## src/rtl/button_pkg.sv

```systemverilog
// button_pkg: shared state encoding and default timing constants for the button conditioner
package button_pkg;
    localparam int CLK30_HZ = 30_000_000;
    localparam int DEBOUNCE_DEF = 300_000;
    localparam int HOLD_DEF = 15_000_000;
    localparam int REPEAT_DEF = 3_000_000;
    localparam logic [2:0] S_IDLE = 3'd0;
    localparam logic [2:0] S_PRESS_DB = 3'd1;
    localparam logic [2:0] S_PRESSED = 3'd2;
    localparam logic [2:0] S_HELD = 3'd3;
    localparam logic [2:0] S_RELEASE_DB = 3'd4;
    function automatic int max3(input int a, input int b, input int c);
        return (a > b) ? ((a > c) ? a : c) : ((b > c) ? b : c);
    endfunction
endpackage

```

## src/rtl/button_debounce.sv

```systemverilog
// button_debounce: one channel of sync, debounce, edge detect and hold/auto-repeat
// Ports: clk30 clock; rst async active-high; button raw active-low pin;
//        btn_level debounced pressed; btn_press/btn_release one-cycle pulses;
//        btn_hold high while held; btn_repeat pulse on hold entry and each repeat period
module button_debounce
    import button_pkg::*;
#(
    parameter int DEBOUNCE_CYCLES = DEBOUNCE_DEF,
    parameter int HOLD_CYCLES = HOLD_DEF,
    parameter int REPEAT_CYCLES = REPEAT_DEF
) (
    input  logic clk30,
    input  logic rst,
    input  logic button,
    output logic btn_level,
    output logic btn_press,
    output logic btn_release,
    output logic btn_hold,
    output logic btn_repeat
);
    localparam int CW = $clog2(max3(DEBOUNCE_CYCLES, HOLD_CYCLES, REPEAT_CYCLES) + 1);
    localparam logic [CW-1:0] D_LAST = CW'(DEBOUNCE_CYCLES - 1);
    localparam logic [CW-1:0] H_LAST = CW'(HOLD_CYCLES - 1);
    localparam logic [CW-1:0] R_LAST = CW'(REPEAT_CYCLES - 1);
    logic sync1, sync2, p, wrap, wrap_d;
    logic [2:0] state, prev, nxt;
    logic [CW-1:0] cnt, cnt_nxt;
    logic level_d, press_d, release_d, hold_d, repeat_d;
    assign p = ~sync2;
    always_ff @(posedge clk30 or posedge rst) begin
        if (rst) begin
            sync1 <= 1'b1;
            sync2 <= 1'b1;
        end else begin
            sync1 <= button;
            sync2 <= sync1;
        end
    end
    always_ff @(posedge clk30 or posedge rst) begin
        if (rst) begin
            state <= S_IDLE;
            prev <= S_IDLE;
            cnt <= '0;
            wrap <= 1'b0;
        end else begin
            state <= nxt;
            prev <= state;
            cnt <= cnt_nxt;
            wrap <= wrap_d;
        end
    end
    // cnt_nxt defaults to zero so every state change clears the counter
    always_comb begin
        nxt = S_IDLE;
        cnt_nxt = '0;
        wrap_d = 1'b0;
        case (state)
            S_IDLE: nxt = p ? S_PRESS_DB : S_IDLE;
            S_PRESS_DB: begin
                nxt = !p ? S_IDLE : (cnt == D_LAST) ? S_PRESSED : S_PRESS_DB;
                cnt_nxt = (nxt == S_PRESS_DB) ? cnt + 1'b1 : '0;
            end
            S_PRESSED: begin
                nxt = !p ? S_RELEASE_DB : (cnt == H_LAST) ? S_HELD : S_PRESSED;
                cnt_nxt = (nxt == S_PRESSED) ? cnt + 1'b1 : '0;
            end
            S_HELD: begin
                nxt = p ? S_HELD : S_RELEASE_DB;
                wrap_d = p && (cnt == R_LAST);
                cnt_nxt = (p && !wrap_d) ? cnt + 1'b1 : '0;
            end
            S_RELEASE_DB: begin
                nxt = p ? S_PRESSED : (cnt == D_LAST) ? S_IDLE : S_RELEASE_DB;
                cnt_nxt = (nxt == S_RELEASE_DB) ? cnt + 1'b1 : '0;
            end
            default: nxt = S_IDLE;
        endcase
    end
    // pulses decode the transition just taken, giving the documented D+3 latency
    always_comb begin
        level_d = (state == S_PRESSED) || (state == S_HELD) || (state == S_RELEASE_DB);
        hold_d = state == S_HELD;
        press_d = (prev == S_PRESS_DB) && (state == S_PRESSED);
        release_d = (prev == S_RELEASE_DB) && (state == S_IDLE);
        repeat_d = ((prev == S_PRESSED) && (state == S_HELD)) || wrap;
    end
    always_ff @(posedge clk30 or posedge rst) begin
        if (rst) begin
            btn_level <= 1'b0;
            btn_press <= 1'b0;
            btn_release <= 1'b0;
            btn_hold <= 1'b0;
            btn_repeat <= 1'b0;
        end else begin
            btn_level <= level_d;
            btn_press <= press_d;
            btn_release <= release_d;
            btn_hold <= hold_d;
            btn_repeat <= repeat_d;
        end
    end
endmodule

```

## src/rtl/button_conditioner.sv

```systemverilog
// button_conditioner: debounced level, press/release pulses and hold/repeat for NUM_BUTTONS active-low buttons
// Ports: clk30 clock; rst async active-high; button raw active-low pins;
//        btn_level/btn_press/btn_release/btn_hold/btn_repeat per-channel outputs
module button_conditioner
    import button_pkg::*;
#(
    parameter int NUM_BUTTONS = 2,
    parameter int DEBOUNCE_CYCLES = DEBOUNCE_DEF,
    parameter int HOLD_CYCLES = HOLD_DEF,
    parameter int REPEAT_CYCLES = REPEAT_DEF
) (
    input  logic clk30,
    input  logic rst,
    input  logic [NUM_BUTTONS-1:0] button,
    output logic [NUM_BUTTONS-1:0] btn_level,
    output logic [NUM_BUTTONS-1:0] btn_press,
    output logic [NUM_BUTTONS-1:0] btn_release,
    output logic [NUM_BUTTONS-1:0] btn_hold,
    output logic [NUM_BUTTONS-1:0] btn_repeat
);
    for (genvar g = 0; g < NUM_BUTTONS; g++) begin : g_ch
        button_debounce #(
            .DEBOUNCE_CYCLES(DEBOUNCE_CYCLES),
            .HOLD_CYCLES(HOLD_CYCLES),
            .REPEAT_CYCLES(REPEAT_CYCLES)
        ) u_ch (
            .clk30(clk30),
            .rst(rst),
            .button(button[g]),
            .btn_level(btn_level[g]),
            .btn_press(btn_press[g]),
            .btn_release(btn_release[g]),
            .btn_hold(btn_hold[g]),
            .btn_repeat(btn_repeat[g])
        );
    end
endmodule

```

## config.mk

```make
export PLATFORM = sky130hd
export DESIGN_NAME = button_conditioner
export DESIGN_NICKNAME = d
export VERILOG_FILES = /design/src/rtl/button_pkg.sv /design/src/rtl/button_debounce.sv /design/src/rtl/button_conditioner.sv
export SDC_FILE = /design/constraint.sdc
export NUM_CORES = 1
export LEC_CHECK = 0
export ABC_AREA = 1
export CORE_MARGIN = 2
export CORE_UTILIZATION = 25
export DETAILED_ROUTE_END_ITERATION = 16
export GPL_TIMING_DRIVEN = 0
export SYNTH_ARGS = -nofsm -noshare
export SYNTH_HDL_FRONTEND = slang
export SYNTH_SLANG_ARGS = --single-unit
```

## constraint.sdc

```tcl
create_clock -name clk30 -period 2.54 [get_ports clk30]
set_input_delay 0.254 -clock clk30 [delete_from_list [all_inputs] [get_ports clk30]]
set_output_delay 0.254 -clock clk30 [all_outputs]
set_load 0.03 [all_outputs]
```

# ---- Yosys cells after proc, flatten, opt, wreduce, memory -nomap -nowiden
# Index checks and enable logic that the tools add are counted.
# W data, S select, Z words.
dict set report op_classes {
  reduce_logical 20
  n_mul 0
  mux 30
  n_bitwise 2
  eq_ne 26
  add_sub_neg 2
  shift 0
  magnitude_cmp 0
  div 0
}
# cell n
set op_table {}
lappend op_table {{$mux W24} 8}
lappend op_table {{$pmux W24 S4} 2}
lappend op_table {{$add A24 B1 Y24 const B} 2}
lappend op_table {{$eq A24 B19 Y1 const B} 2}
lappend op_table {{$eq A24 B22 Y1 const B} 2}
lappend op_table {{$eq A24 B24 Y1 const B} 2}
lappend op_table {{$mux W3} 10}
lappend op_table {{$pmux W3 S5} 2}
lappend op_table {{$eq A3 B2 Y1 const B} 8}
lappend op_table {{$eq A3 B1 Y1 const B} 6}
lappend op_table {{$eq A3 B3 Y1 const B} 6}
lappend op_table {{$logic_and A1 B1 Y1} 10}
lappend op_table {{$logic_not A3 Y1} 2}
lappend op_table {{$logic_or A1 B1 Y1} 6}
lappend op_table {{$mux W1} 6}
lappend op_table {{$mux W2} 2}
lappend op_table {{$logic_not A1 Y1} 2}
lappend op_table {{$not A1 Y1} 2}
dict set report totals {
  latch_bits 0
  regBits 76
  mem_bits_ro 0
  n_memories 0
  output_inout_bits 10
  word_cells 102
  mem_bits_rw 0
}

# ---- Longest topological paths before layout
dict set report depth {
  ltp_word 6
  ltp_mapped 11
}

# ---- By module
# A second synthesis with hierarchy kept.
dict set report hier_totals {
  cells_unflattened 631
  area_unflattened_um2 4626.9
}
# mod area_per_inst_um2 seq_area_each_um2 instances cells_each
set modules_own_cells {}
lappend modules_own_cells {{button_debounce (g_ch[1].u_ch)} 2348.5 953.4 1 312}
lappend modules_own_cells {{button_debounce (g_ch[0].u_ch)} 2278.4 953.4 1 319}

# ---- Worst setup path after synthesis
# OpenSTA, ideal clock, no wires.
dict set report synth_path {
  path_type {register to register}
  start {register g_ch[1].u_ch.cnt[0]}
  end {register g_ch[1].u_ch.cnt[13]}
  path_slack_ns 0.975
  t_required_ns 2.414
  path_stages_with_launch 12
  n_path_buf 1
  t_arrival_ns 1.439
  synth_period_minus_slack_ns 1.565
  path_cell_list {dfrtp_1 > ha_1 > nand2_2 > nor2_4 > nand2_4 > nor2_4 > nand2_1 > nand2_1 > nand2_2 > nand2_4 > buf_12 > a21oi_2}
}
dict set report synth_between {
  elab_chain_cells 6
}
# element line
set synth_rtl {}
lappend synth_rtl {{start: declaration} button_debounce.sv:27} ;# logic [CW-1:0] cnt, cnt_nxt;
lappend synth_rtl {{start signal: assignment} button_debounce.sv:48} ;# cnt <= cnt_nxt;
lappend synth_rtl {{parallel branches: the longest is 5 deep, another holds $add A24 B1 Y24} --}
lappend synth_rtl {{$pmux W24 S4 *} button_debounce.sv:57} ;# case (state)
lappend synth_rtl {{named net g_ch[1].u_ch.cnt_nxt[13]} button_debounce.sv:27}
# Mark *: on every way through the listed nets, which the timed path passes.

# ---- Final worst setup path
dict set report layout_path {
  start {register g_ch[0].u_ch.cnt[0]}
  end {register g_ch[0].u_ch.cnt[13]}
}
dict set report layout_between {
  elab_chain_cells 6
}
# element line
set layout_rtl {}
lappend layout_rtl {{start: declaration} button_debounce.sv:27}
lappend layout_rtl {{start signal: assignment} button_debounce.sv:48}
lappend layout_rtl {{parallel branches: the longest is 5 deep, another holds $add A24 B1 Y24} --}
lappend layout_rtl {{$pmux W24 S4 *} button_debounce.sv:57}
lappend layout_rtl {{named net g_ch[0].u_ch.cnt_nxt[13]} button_debounce.sv:27}
# Marks and branches as above.

==> flow_metrics.env <==
export IMPL_achievable_frequency_mhz=536.5
export IMPL_top_usage_layer="met2"
export IMPL_critPathKind="reg -> reg"
export IMPL_die_width_um=138.7
export IMPL_timing_critical_path_from_type="register"
export IMPL_groute_layer_met3_usage_pct=2.728
export IMPL_drt_iter0_drc=290
export IMPL_initial_core_util_pct=25.34
export IMPL_holdCritPathClass="in -> async"
export IMPL_number_of_hold_violations_in_the_final_report=0
export IMPL_avgRoutedWirePerCell_um=12.02
export IMPL_cts_post_setup_buffers_inserted=0
export IMPL_detailed_place_hpwl_um=7574
export IMPL_drt_pass_1_iters=5
export IMPL_tritoncts="done"
export IMPL_num_io_pins=14
export IMPL_ys_types=37
export IMPL_path_max_fanout=10
export IMPL_setup_slack_ps=676.1
export IMPL_synth_warnings=0
export IMPL_grt_start_max_net_pins=60
export IMPL_power_density_mw_per_mm2=510.5
export IMPL_maxCapViolations=0
export IMPL_numClockSinks=76
export IMPL_gr_overflow_total=0
export IMPL_clock_tree_root_cell="sky130_fd_sc_hd__clkbuf_16"
export IMPL_antenna_cells_inserted=0
export IMPL_postSynthRegisterBits=76
export IMPL_total_leakage_power_nw=2.223
export IMPL_place_worst_setup_slack_ps=645.2
export IMPL_layout_commonest_cell="sky130_fd_sc_hd__nand2_1"
export IMPL_cp_arrival_ps=2080
export IMPL_m1_gr_usage_pct=14.80
export IMPL_final_antenna_net_count=0
export IMPL_first_global_vias=3597
export IMPL_seq_area_frac_synth_pct=42.03
export IMPL_design_die_area_mm2=0.01924
export IMPL_fillCellCount=1923
export IMPL_portBuffers=13
export IMPL_commonest_cells_after_routing_fill_and_taps_aside="sky130_fd_sc_hd__nand2_1, sky130_fd_sc_hd__nor2_1, sky130_fd_sc_hd__dfrtp_1"
export IMPL_vdd_ir_drop_worst_uv=307.3
export IMPL_netlist_area_mm2=0.004537
export IMPL_syn_inst=578
export IMPL_vias=3670
export IMPL_outcome="completed"
export IMPL_slew_headroom_pct=76.51
export IMPL_post_cts_hold_buffer_count=0
export IMPL_setup_violations_final=0
export IMPL_grt_usage_pct=11.02
export IMPL_remaining_design_rule_violation_count=0
export IMPL_insertion_delay_ps=340
export IMPL_grt_setup_unrepaired="no"
export IMPL_post_drt_via_cell_ratio=4.385
export IMPL_floorplan_rows=49
export IMPL_cp_capture_type="register"
export IMPL_fp_dieH_um=138.7
export IMPL_cts_root_to_sink_buffers=2
export IMPL_final_period_minus_worst_setup_slack_ps=1864
export IMPL_totalPowerFinal_mw=2.702
export IMPL_initial_antenna_violation_count=0
export IMPL_post_cts_resize_count=0
export IMPL_htree_num_levels=3
export IMPL_synth_net_count=584
export IMPL_met2_usage_pct=17.85
export IMPL_drive_gt1_share_pct=20.56
export IMPL_route_final_wire_length_um=10060
export IMPL_final_nets=609
export IMPL_fin_worst_skew_ps=7.916
export IMPL_core_region_area_mm2=0.01790
export IMPL_finalMaxSlewViolations=0
export IMPL_finalWeightedCongestion=0.9043
export IMPL_numCtsBuffers=9
export IMPL_path_clk_slew_ps=60
export IMPL_areaGrowthSynthToFinish_pct=16.69
export IMPL_max_slew_worst_pin_slew_ps=349.7
export IMPL_synthesis_area_per_instance_um2=7.849
export IMPL_grt_first_pass_wirelength_um=17490
export IMPL_min_period_over_period_pct=73.38
export IMPL_critical_path_required_ps=2760
routing by layer:
metal | routed length, µm | vias to the layer above
met5 | 0 | -
met4 | 119 | 0
met3 | 311 | 13
met2 | 4721 | 49
met1 | 4909 | 1719
li1 | - | 1889
cells in the mapped netlist, drive strengths merged:
master,n,area share [%]
nand4,8,1.1
nor3b,1,0.17
o21ai,12,1.4
ha,2,0.55
nor3,11,1.2
xnor2,5,0.97
a41o,2,0.44
xor2,10,1.9
nand3b,2,0.61
nand3,52,6.1
dfstp,4,2.3
a21oi,51,8.9
nand2,140,13
nor2,94,8.9
dfrtp,72,40
o21bai,1,0.25
clkinv,1,0.11
a31oi,2,0.28
or2,1,0.14
nor4,4,0.55
o211ai,5,0.83
buf,20,4.2
inv,78,6.5
cells by family (layout without fill, tap and decap cells):
| family | count (synthesis) | after routing | synth area share (%) |
|---|---|---|---|
| AOI/OAI and AO/OA | 73 | 73 | 12.13 |
| xor gates and xnor gates | 15 | 15 | 2.896 |
| adders and majority gates | 2 | 2 | 0.5515 |
| buffers and inverters | 99 | 129 | 10.81 |
| DFF | 76 | 76 | 42.03 |
| and+or+nand+nor | 313 | 313 | 31.58 |
state kept, by name, summed over array words and instances, names as in the netlist:
name and cells:
g_ch.u_ch.btn_repeat 2, g_ch.u_ch.sync1 2, g_ch.u_ch.btn_press 2, g_ch.u_ch.state 6, g_ch.u_ch.cnt 48, g_ch.u_ch.wrap 2
g_ch.u_ch.btn_hold 2, g_ch.u_ch.prev 6, g_ch.u_ch.sync2 2, g_ch.u_ch.btn_level 2, g_ch.u_ch.btn_release 2
critical path, cell delays in order (launching register included):
cell and delay (ps):
sky130_fd_sc_hd__dfrtp_1 420, sky130_fd_sc_hd__ha_1 200, sky130_fd_sc_hd__nand2_2 80, sky130_fd_sc_hd__inv_1 70, sky130_fd_sc_hd__nand2_1 70, sky130_fd_sc_hd__nor2_1 220, sky130_fd_sc_hd__nand3_1 150, sky130_fd_sc_hd__nand2_1 80
sky130_fd_sc_hd__nand2_1 70, sky130_fd_sc_hd__clkinv_2 100, sky130_fd_sc_hd__buf_6 190, sky130_fd_sc_hd__a21oi_2 80
stage by stage:
| stage | hold slack, ps | area (µm²) | std cells | utilization, % | TNS, ps |
|---|---|---|---|---|---|
| 2_1_floorplan | 258.5 | 4537 | 578 | - | 0 |
| 3_3_place_gp | 346.9 | 4954 | 820 | 27.67 | -68120 |
| 3_5_place_dp | 347.8 | 4984 | 821 | 27.84 | 0 |
| 4_1_cts | 203.7 | 5294 | 837 | 29.57 | 0 |
| 5_1_grt | 232.4 | 5294 | 837 | 29.57 | 0 |
| 6_report | 200.2 | 5294 | 837 | 29.57 | 0 |
power by group:
| part | leakage (nW) | internal [mW] | switching, mW | total [mW] |
|---|---|---|---|---|
| clock network | 0.145 | 0.794 | 0.533 | 1.33 |
| logic | 1.04 | 0.0382 | 0.102 | 0.140 |
| registers | 1.04 | 1.23 | 0.00973 | 1.24 |
| total | 2.22 | 2.06 | 0.644 | 2.70 |
cell type report:
type | count | area [µm²] | area share [%]
plain buffers | 20 | 192.7 | 3.640
flip-flops and latches | 76 | 1907 | 36.02
multi-input cells | 403 | 2140 | 40.42
clock inverters | 6 | 71.32 | 1.347
clock buffers | 10 | 239.0 | 4.514
well taps | 229 | 286.5 | 5.412
repair buffers | 14 | 157.7 | 2.978
inverters | 79 | 300.3 | 5.672
worst paths after layout:
check | from | end | slack (ps) | cells past startpoint
worst max-delay path | g_ch[0].u_ch.cnt[0] | g_ch[0].u_ch.cnt[13] | 680 | 11
worst min-delay path | rst | g_ch[0].u_ch.btn_repeat | 200 | 2
worst max register to register | g_ch[0].u_ch.cnt[0] | g_ch[0].u_ch.cnt[13] | 680 | 11
worst min register to register | g_ch[1].u_ch.sync1 | g_ch[1].u_ch.sync2 | 350 | 0
max in group asynchronous | rst | g_ch[1].u_ch.sync1 | 1750 | 3
min in group clk30 | button[0] | g_ch[0].u_ch.sync1 | 320 | 1
Power figures use the tool's default switching activity.
